<file path="src/rtl/john_lock_pkg.sv">
// john_pkg: shared types and constants for the john_lock phase tracker.
//   state_t     - tracker state (HUNT, CHECK, LOCKED)
//   phase_t     - 3-bit phase index 0..7
//   xy_t        - one {x,y} sample from the Johnson generator decode
//   PAT         - expected {x,y} for each phase
//   ANCHOR_*    - the previous/current sample pair that marks phase 0
package john_pkg;

  typedef enum logic [1:0] {
    HUNT,
    CHECK,
    LOCKED
  } state_t;

  typedef logic [2:0] phase_t;
  typedef logic [1:0] xy_t;

  // Element p holds PAT(p); element 0 is the rightmost entry.
  localparam logic [7:0][1:0] PAT = {
    2'b01, 2'b01, 2'b10, 2'b10, 2'b00, 2'b10, 2'b10, 2'b00
  };

  localparam xy_t ANCHOR_PREV = 2'b01;
  localparam xy_t ANCHOR_CUR  = 2'b00;

  function automatic xy_t pat_at(input phase_t p);
    return PAT[p];
  endfunction

endpackage

</file>
<file path="src/rtl/john_lock_if.sv">
// john_lock_if: sample inputs and status outputs of the phase tracker.
//   x, y       - generator decode samples (master -> slave)
//   clr_err    - synchronous error-counter clear (master -> slave)
//   lock       - tracker is locked (slave -> master)
//   phase_vld  - phase output is meaningful (slave -> master)
//   phase      - phase of the most recent sample (slave -> master)
//   err        - one-cycle mismatch pulse while locked (slave -> master)
//   err_cnt    - saturating count of err pulses (slave -> master)
interface john_lock_if #(
  parameter int unsigned ERR_W = 8
) ();

  logic             x;
  logic             y;
  logic             clr_err;
  logic             lock;
  logic             phase_vld;
  logic [2:0]       phase;
  logic             err;
  logic [ERR_W-1:0] err_cnt;

  modport master (
    output x, y, clr_err,
    input  lock, phase_vld, phase, err, err_cnt
  );

  modport slave (
    input  x, y, clr_err,
    output lock, phase_vld, phase, err, err_cnt
  );

endinterface

</file>
<file path="src/rtl/john_lock_sat_cnt.sv">
// sat_cnt: W-bit saturating event counter.
//   clk  - clock, rising edge
//   rst  - synchronous active-high reset
//   inc  - count one event (ignored once the counter is at all-ones)
//   clr  - synchronous clear, takes priority over inc
//   cnt  - current count
module sat_cnt #(
  parameter int unsigned W = 8
) (
  input  logic         clk,
  input  logic         rst,
  input  logic         inc,
  input  logic         clr,
  output logic [W-1:0] cnt
);

  logic [W-1:0] cnt_q;
  logic [W-1:0] cnt_d;

  always_comb begin
    cnt_d = cnt_q;
    if (clr) begin
      cnt_d = '0;
    end else if (inc && (cnt_q != '1)) begin
      cnt_d = cnt_q + W'(1);
    end
  end

  always_ff @(posedge clk) begin
    if (rst) begin
      cnt_q <= '0;
    end else begin
      cnt_q <= cnt_d;
    end
  end

  assign cnt = cnt_q;

endmodule

</file>
<file path="src/rtl/john_lock.sv">
// john_lock: recovers the 8-step phase of a 4-bit Johnson generator from
// its decoded x/y outputs, locks after LOCK_CNT consistent samples and
// flags pattern errors while locked.
//   clk  - clock, rising edge
//   rst  - synchronous active-high reset
//   bus  - john_lock_if.slave: x, y, clr_err in; lock, phase_vld, phase,
//          err, err_cnt out (all outputs registered)
module john_lock
  import john_pkg::*;
#(
  parameter int unsigned LOCK_CNT = 8,
  parameter int unsigned MISS_MAX = 2,
  parameter int unsigned ERR_W    = 8
) (
  input  logic        clk,
  input  logic        rst,
  john_lock_if.slave  bus
);

  xy_t        cur;
  state_t     state_q;
  xy_t        prev_q;
  phase_t     phase_q;
  logic [3:0] match_cnt_q;
  logic [2:0] miss_cnt_q;
  logic       lock_q;
  logic       vld_q;
  logic       err_q;

  phase_t     phase_nxt;
  logic       anchor;
  logic       hit;
  logic [3:0] match_inc;
  logic [2:0] miss_inc;
  logic       err_d;
  logic [ERR_W-1:0] err_cnt;

  assign cur       = {bus.x, bus.y};
  assign phase_nxt = phase_q + 3'd1;
  assign anchor    = (prev_q == ANCHOR_PREV) && (cur == ANCHOR_CUR);
  // In CHECK and LOCKED the sample is always judged against the next phase.
  assign hit       = (cur == pat_at(phase_nxt));
  assign match_inc = match_cnt_q + 4'd1;
  assign miss_inc  = miss_cnt_q + 3'd1;
  // Combinational so err_cnt increments on the same edge that raises err.
  assign err_d     = (state_q == LOCKED) && !hit;

  always_ff @(posedge clk) begin
    if (rst) begin
      state_q     <= HUNT;
      prev_q      <= '0;
      phase_q     <= '0;
      match_cnt_q <= '0;
      miss_cnt_q  <= '0;
      lock_q      <= 1'b0;
      vld_q       <= 1'b0;
      err_q       <= 1'b0;
    end else begin
      prev_q <= cur;
      err_q  <= err_d;
      unique case (state_q)
        HUNT: begin
          if (anchor) begin
            state_q     <= CHECK;
            vld_q       <= 1'b1;
            phase_q     <= '0;
            match_cnt_q <= 4'd1;
          end
        end
        CHECK: begin
          if (hit) begin
            phase_q     <= phase_nxt;
            match_cnt_q <= match_inc;
            if (match_inc == 4'(LOCK_CNT)) begin
              state_q    <= LOCKED;
              lock_q     <= 1'b1;
              miss_cnt_q <= '0;
            end
          end else if (anchor) begin
            phase_q     <= '0;
            match_cnt_q <= 4'd1;
          end else begin
            state_q     <= HUNT;
            vld_q       <= 1'b0;
            match_cnt_q <= '0;
          end
        end
        LOCKED: begin
          // Flywheel: phase advances whatever the sample says.
          phase_q <= phase_nxt;
          if (hit) begin
            miss_cnt_q <= '0;
          end else begin
            miss_cnt_q <= miss_inc;
            if (miss_inc == 3'(MISS_MAX)) begin
              state_q     <= HUNT;
              lock_q      <= 1'b0;
              vld_q       <= 1'b0;
              match_cnt_q <= '0;
            end
          end
        end
        default: begin
          state_q <= HUNT;
          lock_q  <= 1'b0;
          vld_q   <= 1'b0;
        end
      endcase
    end
  end

  sat_cnt #(
    .W(ERR_W)
  ) u_err_cnt (
    .clk(clk),
    .rst(rst),
    .inc(err_d),
    .clr(bus.clr_err),
    .cnt(err_cnt)
  );

  assign bus.lock      = lock_q;
  assign bus.phase_vld = vld_q;
  assign bus.phase     = phase_q;
  assign bus.err       = err_q;
  assign bus.err_cnt   = err_cnt;

endmodule

</file>
<file path="src/flat_wrapper.sv">
// flat-port wrapper written by rule: the top's interface ports become plain ports
module john_lock_flat import john_pkg::*;
#(
  parameter int unsigned LOCK_CNT = 8,
  parameter int unsigned MISS_MAX = 2,
  parameter int unsigned ERR_W    = 8
)
  (clk, rst, bus_x, bus_y, bus_clr_err, bus_lock, bus_phase_vld, bus_phase, bus_err, bus_err_cnt);
  john_lock_if #(.ERR_W(ERR_W)) bus_i ();
  input  logic clk;
  input  logic rst;
  input wire logic [$bits(bus_i.x)-1:0] bus_x;
  input wire logic [$bits(bus_i.y)-1:0] bus_y;
  input wire logic [$bits(bus_i.clr_err)-1:0] bus_clr_err;
  output wire logic [$bits(bus_i.lock)-1:0] bus_lock;
  output wire logic [$bits(bus_i.phase_vld)-1:0] bus_phase_vld;
  output wire logic [$bits(bus_i.phase)-1:0] bus_phase;
  output wire logic [$bits(bus_i.err)-1:0] bus_err;
  output wire logic [$bits(bus_i.err_cnt)-1:0] bus_err_cnt;
  assign bus_i.x = bus_x;
  assign bus_i.y = bus_y;
  assign bus_i.clr_err = bus_clr_err;
  assign bus_lock = bus_i.lock;
  assign bus_phase_vld = bus_i.phase_vld;
  assign bus_phase = bus_i.phase;
  assign bus_err = bus_i.err;
  assign bus_err_cnt = bus_i.err_cnt;
  john_lock #(.LOCK_CNT(LOCK_CNT), .MISS_MAX(MISS_MAX), .ERR_W(ERR_W)) u_core (.clk(clk), .rst(rst), .bus(bus_i));
endmodule
</file>
<file path="config.mk">
export PLATFORM = sky130hd
export DESIGN_NAME = john_lock_flat
export DESIGN_NICKNAME = d
export VERILOG_FILES = /design/src/rtl/john_lock_pkg.sv /design/src/rtl/john_lock_if.sv /design/src/rtl/john_lock_sat_cnt.sv /design/src/rtl/john_lock.sv /design/src/flat_wrapper.sv
export SDC_FILE = /design/constraint.sdc
export NUM_CORES = 1
export LEC_CHECK = 0
export ABC_AREA = 1
export CAP_MARGIN = 20
export CORE_MARGIN = 2
export CORE_UTILIZATION = 35
export DETAILED_ROUTE_END_ITERATION = 10
export PLACE_DENSITY = 0.59
export SYNTH_ARGS = -nofsm -noshare
export SYNTH_HDL_FRONTEND = slang
export SYNTH_SLANG_ARGS = --single-unit
export TNS_END_PERCENT = 1
</file>
<file path="constraint.sdc">
create_clock -name clk -period 1.96 [get_ports clk]
set_input_delay 0.196 -clock clk [delete_from_list [all_inputs] [get_ports clk]]
set_output_delay 0.196 -clock clk [all_outputs]
set_load 0.03 [all_outputs]
</file>
==> results of run 1 <==
[routing by layer]
metal  up-vias  track usage [%]  wire length, um
met5         -                0                0
li1        712                -                -
met1       579             18.5             1460
met2        17             23.9             1300
met3         0             3.45              105
met4         0             2.25                0
[cell families (layout without fill, tap and decap cells)]
family | Yosys count | after routing | share of synthesized area (%)
AO/OA/AOI/OAI | 29 | 29 | 11.3
XOR/XNOR | 3 | 3 | 1.82
adder cells (fa/ha/maj) | 9 | 9 | 7.80
buffers and inverters | 24 | 46 | 6.41
flip-flops | 25 | 25 | 34.7
AND/OR/NAND/NOR | 116 | 116 | 38.0
[worst paths after layout]
| path | to | slack, ps |
|---|---|---|
| max | u_core.state_q[0] | 330 |
| min | u_core.miss_cnt_q[2] | 480 |
| max reg2reg | u_core.state_q[0] | 330 |
| min reg2reg | u_core.miss_cnt_q[2] | 480 |
[cells in the mapped netlist, types with 2 or more instances]
library cell and n:
nand3_2 2, nor3_1 3, dfxtp_1 25, nor2_1 29
nand2_1 51, inv_1 21, nand2_2 5, o21ai_1 2
a21oi_1 18, ha_1 9, nand4_1 5, o21ai_0 6
nand3_1 14, xnor2_1 2
[sequential cells by signal, summed over array words and instances (netlist names)]
| register | flops |
|---|---|
| u_core.state_q | 2 |
| u_core.prev_q | 2 |
| u_core.u_err_cnt.cnt | 8 |
| u_core.bus.lock | 1 |
| u_core.match_cnt_q | 4 |
| u_core.bus.err | 1 |
| u_core.bus.phase_vld | 1 |
| u_core.bus.phase | 3 |
| u_core.miss_cnt_q | 3 |
[stage by stage]
stage	hold WS, ps	setup slack, ps	cell area, um2	utilization, %	power, mW
floorplan	321	258	1440	-	1.11
global placement	473	273	1690	42.6	1.27
detailed placement	474	255	1690	42.6	1.27
CTS	488	327	1740	43.8	1.59
global route	513	136	1740	43.8	1.71
finish	482	333	1740	43.8	1.56
[critical path, stage by stage, from the launching register on]
cell	delay, ps
dfxtp_1	350
ha_1	330
nand3_1	90
nand2_1	60
nand2_2	120
nand2_8	110
nand2_1	100
o21a_1	180
nand3_1	90
nand2_1	60
nor2_1	40
[power breakdown]
part	total [mW]	leakage (nW)	internal [mW]	switching [mW]
clock	0.310	0.0217	0.144	0.166
combinational	0.632	0.468	0.223	0.409
sequential	0.623	0.204	0.570	0.0524
[cell type report]
type	instances	share of cell area, %
Tap cell	50	3.60
Inverter	23	5.11
Multi-Input combinational cell	157	48.9
Clock inverter	1	0.432
Timing Repair Buffer	19	10.8
Clock buffer	3	2.37
Sequential cell	25	28.8
==> impl_results.md, run 1 <==
- Overall die width: 68.2 um
- DP HPWL: 2220 um
- Hold wc startpoint: u_core.miss_cnt_q[2]
- Final count of negative-setup-slack endpoints: 0
- Layout-stage area growth over the synthesis result: 20.5%
- Sequential cell area in the final layout: 500 um2
- Post-synth EDFFs: 0
- Area of the die: 4660 um2
- Prevailing post-synth register cell: dfxtp_1
- Post-detailed-route DRC marker count: 0
- Global Route Usage Sum: 14.1%
- Starting density of the core: 36.4%
- Final non-filler cell total: 278
- Antenna violations before repair: 0
- Vias in the first global route: 1222
- Overflow after GRT: 0
- Number of search-and-repair iterations in the first detailed-routing pass: 4
- Clock transition at the register clock pins on the worst setup and hold paths after CTS: 90 ps
- Number of warnings printed during yosys synthesis: 0
- Area used by multi-input combinational logic: 851 um2
- Startpoint of the most critical register-to-register path: u_core.bus.phase[0]
- Ant. Diodes: 0
- Post-layout min period: 1630 ps
- Core Area: 3970 um2
- H-tree depth reported by CTS: 1
- Most common cell after layout, fill and taps aside: nand2_1
- Number of placement rows: 23
- Number of buffers inserted during clock tree synthesis: 3
- CP Max Fanout: 10
- Sum of routed wire length over all layers: 2860 um
- Portion of synthesized cell area occupied by the leading cell type: 34.7%
- Worst Clk Skew: 7.65 ps
- Hold_buf cts: 0
- Most frequent cells in the layout: 51 x nand2_1, 29 x nor2_1, 25 x dfxtp_1
- Outcome: complete, no violations
- CP startpoint kind: flop
- Number of placed instances, taps included: 274
- Clock tree from TritonCTS: done
- Average cell area after synthesis: 7.01 um2
- Share of post-route cells with drive strength above 1: 9.21%
- Pin count of the biggest net entering global routing: 16
- Worst-case headroom to the max-slew limit: 76.0%
- Required @ worst endpoint: 2130 ps
- Number of gates resized after CTS: 0
- Tightest Pin Transition: 359 ps
- Maximum clock insertion buffer count: 2
- Hold Crit Depth: 2
- Later-pin clock latency in the skew report: 270 ps
- Final sum of negative setup slack: 0 ps
- Number of filler instances in the final layout: 432
- Leading area contributor after synthesis: dfxtp_1
- CP Capture Type: flop
- Unrepaired setup endpoints after global routing: no
- Post-DR wirelength/cell: 10.3 um
- Power per unit of standard cell area: 900 nW/um2
- Die Span Y: 68.2 um
- Post-layout net count: 243
- Cell area after technology mapping: 1440 um2
- Count of endpoints failing hold in the final timing report: 0
- First-pass GRT wire length: 5110 um
- WS Path Type: flop to flop
- Initial DRC count: 37
- Most area-consuming cells after synthesis: dfxtp_1 35%, nand2_1 13%, ha_1 7.8%
- Post CTS Setup Buffer Count: 0
- Seq/Total Area, Yosys: 34.7%
- DR vias: 1308
- Proportion of register bits with asynchronous set or reset after synthesis: 0%
- Final GP Congestion: 0.800
- I/O pins: 19
- Share of the clock period used by the worst path after layout: 83.0%
- Worst vdd rail ir drop: 0.682 mV
- TritonCTS Sinks: 25
- Number of nets produced by synthesis: 220
- Number of cell instances on the worst register-to-register path: 10
- Max_cap viols: 0
- # port buffers: 18
- Gate count after technology mapping: 206
- Worst setup startpoint: u_core.bus.phase[0]
- Tightest Hold Check Type: flop to flop
- Number of antenna-violating nets in the routed design: 0
- Number of vias per cell: 4.71
- Clock Tree Root: clkbuf_8
- Synth unique cells: 28
- Pins over their slew limit: 0
- Leakage: 0.693 nW
- Achievable clock frequency: 0.615 GHz
- Arrival time worst endpoint: 1790 ps
- Flip-flop and latch count after synthesis: 25
(Power assumes the default switching activity.)
==> inputs of run 2 (changes only) <==
- PLACE_DENSITY: 0.59 -> 0.61
- clock period: 1.96 -> 1.32 ns (I/O delays scaled with it)
==> impl_results.md, run 2 (synthesis gave the netlist of run 1 again) <==
- Core Area: 3970 um2 (unchanged)
- Max_cap viols: 0 (unchanged)
- Part of the power in the clock network: 17.5% (-2.3 points)
- First-pass GRT wire length: 5890 um (+15%)
- Post-detailed-route DRC marker count: 0 (unchanged)
- Hold wc startpoint: bus_x
- Ant. Diodes: 0 (unchanged)
- Tightest Hold Check Type: primary input to flop
- Failing checks: setup timing
- Arrival time worst endpoint: 1760 ps (-30 ps)
- Initial DRC count: 46 (+24%)
- Setup slack of the worst register-to-register path: -230 ps (-570 ps)
- Min Hold Slack: 466 ps (-16.2 ps)
- Starting density of the core: 36.4% (unchanged)
- Post-DR wirelength/cell: 10.4 um (+1.2%)
- DP HPWL: 2490 um (+12%)
- CP most frequent cell: nand2_1
- Placed Instance Area: 1980 um2 (+17%)
- Worst-case headroom to the max-slew limit: 80.1% (+4.1 points)
- Post-route worst setup slack: -235 ps (-568 ps)
- Number of vias per cell: 4.66 (-1.0%)
- Unrepaired setup endpoints after global routing: yes
- Number of antenna-violating nets in the routed design: 0 (unchanged)
- H-tree depth reported by CTS: 1 (unchanged)
- Clock transition at the register clock pins on the worst setup and hold paths after CTS: 90 ps (about the same)
- Post-placement worst setup slack: -318 ps (-574 ps)
- TritonCTS Sinks: 25 (unchanged)
- Achievable clock frequency: 0.643 GHz (+4.7%)
- DR vias: 1458 (+11%)
- Pin count of the biggest net entering global routing: 15 (-1)
- I/O pins: 19 (unchanged)
- # port buffers: 18 (unchanged)
- Number of buffers inserted during clock tree synthesis: 3 (unchanged)
- Count of endpoints failing hold in the final timing report: 0 (unchanged)
- Post-layout net count: 278 (+14%)
- CP Max Fanout: 4 (-6)
- Power per unit of standard cell area: 1240 nW/um2 (+38%)
- Die Span Y: 68.2 um (unchanged)
- Post-layout min period: 1550 ps (-72.4 ps)
- Number of search-and-repair iterations in the first detailed-routing pass: 4 (unchanged)
- Number of placement rows: 23 (unchanged)
- CP startpoint kind: flop
- Final non-filler cell total: 313 (+13%)
- Later-pin clock latency in the skew report: 260 ps (about the same)
- Vias in the first global route: 1418 (+16%)
- Overflow after GRT: 0 (unchanged)
- Hold_buf cts: 0 (unchanged)
- Share of post-route cells with drive strength above 1: 28.9% (+20 points)
- Share of power burned in registers: 35.2% (-4.6 points)
- Cell with the biggest individual delay on the critical path: dfxtp_4
- Post-route cell area: 2090 um2 (+20%)
- CP Capture Type: flop
- Final count of negative-setup-slack endpoints: 23 (+23)
- Sum of routed wire length over all layers: 3260 um (+14%)
- Share of the clock period used by the worst path after layout: 118% (+35 points)
- Hold Crit Depth: 3 (+1)
- Global Route Usage Sum: 16.3% (+2.2 points)
- Total net switching power: 1.03 mW (+64%)
- Worst vdd rail ir drop: 0.722 mV (+5.9%)
- Crit-path cells: ha_4 > nand3_2 > nand2_2 > nand2_4 > nand3_4 > nand4_1 > nand2_1 > nand2_1 > a21oi_1
- Worst hold endpoint: u_core.prev_q[1]
- Number of cell instances on the worst register-to-register path: 9 (-1)
- Antenna violations before repair: 0 (unchanged)
- Final GP Congestion: 0.797 (-0.29%)
- Startpoint of the most critical register-to-register path: u_core.bus.phase[0]
- Clock Tree Root: clkbuf_8
- Number of flip-flops under the largest register name: 8 (unchanged)
- Leakage: 0.940 nW (+36%)
- Tightest Pin Transition: 299 ps (-59.5 ps)
- Most frequent cells in the layout: 47 x nand2_1, 35 x buf_4, 27 x nor2_1
- Number of filler instances in the final layout: 389 (-10%)
- Clock tree from TritonCTS: done
- Area used by multi-input combinational logic: 945 um2 (+11%)
- Reg2Reg Capture Point: u_core.match_cnt_q[3]
- Area of the die: 4660 um2 (unchanged)
- Worst Clk Skew: 1.07 ps (-6.58 ps)
- Outcome: finished with violations
- Overall die width: 68.2 um (unchanged)
- Required @ worst endpoint: 1530 ps (-600 ps)
- Most common cell after layout, fill and taps aside: nand2_1
- Largest stage delay on the critical path: 360 ps (about the same)
- Share of total power in combinational logic: 47.2% (+6.8 points)
- Proportion of total power due to net switching: 39.6% (-0.51 points)
- Sequential cell area in the final layout: 517 um2 (+3.3%)
- Layout-stage area growth over the synthesis result: 44.7%
- WS Path Type: flop to flop
- Number of placed instances, taps included: 307 (+12%)
- Pins over their slew limit: 0 (unchanged)
- Maximum clock insertion buffer count: 2 (unchanged)
- Cell internal pwr: 1.57 mW (+67%)
## run 2: cell count changes in the layout (fill, tap and decap cells not counted), sizes merged
cell           change
buf               +34
clkdlybuf4s50     -14
clkinv             +1
clkinvlp           -1
dlygate4sd2       +14
nand2              +1
## run 2: cell type report
| cell class | count | share of cell area [%] |
|---|---|---|
| Clock buffer | 3 | 1.98 |
| Clock inverter | 1 | 0.240 |
| Inverter | 23 | 4.49 |
| Multi-Input combinational cell | 158 | 45.2 |
| Sequential cell | 25 | 24.7 |
| Tap cell | 50 | 2.99 |
| Timing Repair Buffer | 53 | 20.4 |
## run 2: how the worst max path moves through the flow
stage                     cells after the start                start                 endpoint  slack, ps
after floorplan                              12  u_core.bus.phase[1]  u_core.u_err_cnt.cnt[2]       -180
after global placement                       12                bus_x          u_core.bus.lock       -290
after detailed placement                     12                bus_x          u_core.bus.lock       -320
after CTS                                     9  u_core.bus.phase[0]    u_core.match_cnt_q[0]       -240
after global routing                         11  u_core.bus.phase[0]    u_core.match_cnt_q[1]       -370
final                                         9  u_core.bus.phase[0]    u_core.match_cnt_q[3]       -230
## run 2: repair_timing
item	CTS	global route
resized for setup	25	6
endpoints found under the setup margin	37	23
pin swaps	10	4
cloned	1	0
buffers inserted	1	0
## run 2: power by group through the flow
| stage | clock network [mW] | logic [mW] | registers, mW |
|---|---|---|---|
| 2_1_floorplan | 0 | 0.669 | 0.994 |
| 3_3_place_gp | 0 | 1.16 | 0.931 |
| 3_5_place_dp | 0 | 1.18 | 0.931 |
| 4_1_cts | 0.473 | 1.21 | 0.914 |
| 5_1_grt | 0.503 | 1.37 | 0.928 |
| 6_report | 0.456 | 1.23 | 0.916 |
## run 2: metrics by stage
step	total power, mW	util, %	setup TNS (ps)
final	2.60	52.6	-4330
after global routing	2.80	52.6	-7290
after CTS	2.59	52.1	-4390
after detailed placement	2.11	50.0	-5170
after global placement	2.09	50.0	-4720
after floorplan	1.66	-	-3090
## run 2: layer usage
layer | share of wire [%] | wire, um | track usage (%) | vias to the layer above
li1 | - | - | - | 776
met1 | 50 | 1640 | 20.6 | 665
met2 | 47 | 1520 | 29.2 | 15
met3 | 2.4 | 78 | 1.97 | 2
met4 | 0.71 | 23 | 4.00 | 0
met5 | 0 | 0 | 0 | -
## run 2: critical path: cells and delay by family (launching register included)
family	cells	cell delay (ps)
DFF	1	360
and+or+nand+nor	7	740
AOI/OAI and AO/OA	1	110
adders and majority gates	1	280
==> inputs of run 3 (changes only) <==
- CORE_MARGIN: 2 -> 5
==> impl_results.md, run 3 (synthesis gave the netlist of run 1 again) <==
- TritonCTS Sinks: 25 (unchanged)
- Starting density of the core: 36.1% (-0.26 points)
- Area of the die: 5510 um2 (+18%)
- Final GP Congestion: 0.849 (+6.5%)
- Number of search-and-repair iterations in the first detailed-routing pass: 4 (unchanged)
- Later-pin clock latency in the skew report: 280 ps (+20 ps)
- Post CTS Setup Buffer Count: 0 (-1)
- Final count of negative-setup-slack endpoints: 23 (unchanged)
- Max_cap viols: 0 (unchanged)
- Overflow after GRT: 0 (unchanged)
- Setup slack of the worst register-to-register path: -240 ps (about the same)
- Global Route Usage Sum: 12.7% (-3.6 points)
- Clock tree from TritonCTS: done
- Most common cell after layout, fill and taps aside: nand2_1
- Tightest Pin Transition: 309 ps (+9.76 ps)
- # port buffers: 18 (unchanged)
- Achievable clock frequency: 0.640 GHz (-0.57%)
- First-pass GRT wire length: 5500 um (-6.7%)
- Number of placement rows: 23 (unchanged)
- Required @ worst endpoint: 1500 ps (-30 ps)
- Min Hold Slack: 466 ps (+0.333 ps)
- Antenna violations before repair: 0 (unchanged)
- Ant. Diodes: 0 (unchanged)
- Worst-case headroom to the max-slew limit: 79.5% (-0.65 points)
- Number of buffers inserted during clock tree synthesis: 3 (unchanged)
- Leakage: 0.937 nW (-0.29%)
- Part of the power in the clock network: 18.3% (+0.8 points)
- Post-detailed-route DRC marker count: 0 (unchanged)
- Tightest Hold Check Type: primary input to flop
- Count of endpoints failing hold in the final timing report: 0 (unchanged)
- Failing checks: setup timing
- Vias in the first global route: 1256 (-11%)
- Sum of routed wire length over all layers: 3210 um (-1.6%)
- Number of flip-flops under the largest register name: 8 (unchanged)
- Pin count of the biggest net entering global routing: 16 (+1)
- Arrival time worst endpoint: 1740 ps (-20 ps)
- CP Max Fanout: 5 (+1)
- Share of total power in combinational logic: 47.0% (-0.2 points)
- Post-placement worst setup slack: -322 ps (-3.68 ps)
- Layout-stage area growth over the synthesis result: 45.1%
- I/O pins: 19 (unchanged)
- Worst vdd rail ir drop: 0.803 mV (+11%)
- Maximum clock insertion buffer count: 2 (unchanged)
- Hold_buf cts: 0 (unchanged)
- Share of power burned in registers: 34.7% (-0.5 points)
- Number of antenna-violating nets in the routed design: 0 (unchanged)
- Unrepaired setup endpoints after global routing: yes
- Outcome: finished with violations
- CP Capture Type: flop
- Post-layout net count: 280 (+0.72%)
- Core Area: 4000 um2 (+0.72%)
- CP startpoint kind: flop
- Most frequent cells in the layout: 47 x nand2_1, 37 x buf_4, 27 x nor2_1
- Worst Clk Skew: 5.26 ps (+4.19 ps)
- Number of filler instances in the final layout: 403 (+3.6%)
- Post-layout min period: 1560 ps (+8.89 ps)
- Clock transition at the register clock pins on the worst setup and hold paths after CTS: 90 ps (about the same)
- Power per unit of standard cell area: 1250 nW/um2 (+0.60%)
- Die Span Y: 74.2 um (+8.8%)
- Clock Tree Root: clkbuf_8
- Proportion of total power due to net switching: 39.6% (about the same)
- DP HPWL: 2500 um (+0.43%)
- Total net switching power: 1.04 mW (+0.88%)
- WS Path Type: flop to flop
- Pins over their slew limit: 0 (unchanged)
- H-tree depth reported by CTS: 1 (unchanged)
- Share of the clock period used by the worst path after layout: 118% (+0.67 points)
- Initial DRC count: 66 (+43%)
- Post-route worst setup slack: -244 ps (-8.89 ps)
- Post-DR wirelength/cell: 10.2 um (-2.2%)
- Share of post-route cells with drive strength above 1: 30.2% (+1.3 points)
- Overall die width: 74.2 um (+8.8%)
- Number of vias per cell: 4.55 (-2.3%)
- Cell internal pwr: 1.58 mW (+0.82%)
- DR vias: 1433 (-1.7%)
-- run 3: changes by cell type in the layout (fill, tap and decap cells not counted), moves of 2 or more --
cell and change:
clkdlybuf4s15_1 +2, nand3_2 +2, dlygate4sd2_1 -4, buf_4 +2, clkbuf_2 +2
-- run 3: metrics by stage --
stage	power, mW	std cells	TNS [ps]	utilization (%)	cell area [um2]
2_1_floorplan	1.66	206	-3090	-	1490
3_3_place_gp	2.11	310	-4660	50.2	2010
3_5_place_dp	2.11	310	-5250	50.2	2010
4_1_cts	2.59	314	-3880	51.1	2040
5_1_grt	2.86	315	-6470	52.4	2090
6_report	2.62	315	-4140	52.4	2090
-- run 3: cell type report --
type                    count  area, um2  area share, %
repair buffers             55        435           20.8
clock inverters             1       6.26          0.299
inverters                  23       93.8           4.48
well taps                  50       62.6           2.99
clock buffers               3       41.3           1.97
flip-flops and latches     25        517           24.7
multi-input cells         158        938           44.8
-- run 3: path summary, 6_finish.rpt --
| check | start | end | cells after the start |
|---|---|---|---|
| max | u_core.bus.phase[0] | u_core.state_q[0] | 9 |
| min | bus_x | u_core.prev_q[1] | 3 |
| max reg2reg | u_core.bus.phase[0] | u_core.state_q[0] | 9 |
| min reg2reg | u_core.miss_cnt_q[2] | u_core.miss_cnt_q[2] | 2 |
-- run 3: what timing repair did --
action | in CTS | in global routing
pin swaps | 7 | 7
setup endpoints to repair | 37 | 27
resized for setup | 18 | 19
cloned | 0 | 1
endpoints found under the hold margin | 0 | 0
-- run 3: layer usage --
metal  GRT usage [%]  up-vias  wire length, um
li1                -      789                -
met1            17.3      622             1610
met2            20.0       17             1460
met3            2.03        5               80
met4            5.34        0               58
met5               0        -                0
-- run 3: power groups by stage --
| stage | logic, mW | registers, mW | clock network (mW) |
|---|---|---|---|
| floorplan | 0.669 | 0.994 | 0 |
| global placement | 1.18 | 0.928 | 0 |
| detailed placement | 1.19 | 0.926 | 0 |
| CTS | 1.18 | 0.909 | 0.501 |
| global route | 1.39 | 0.919 | 0.549 |
| finish | 1.23 | 0.908 | 0.481 |
-- run 3: critical path, stage by stage, from the launching register on --
cell,delay (ps)
dfxtp_4,360
ha_4,270
nand4_1,150
nand2_4,160
nand2_8,90
nand2_2,70
o21a_1,180
nand3_1,80
nand2_1,60
nor2_1,40
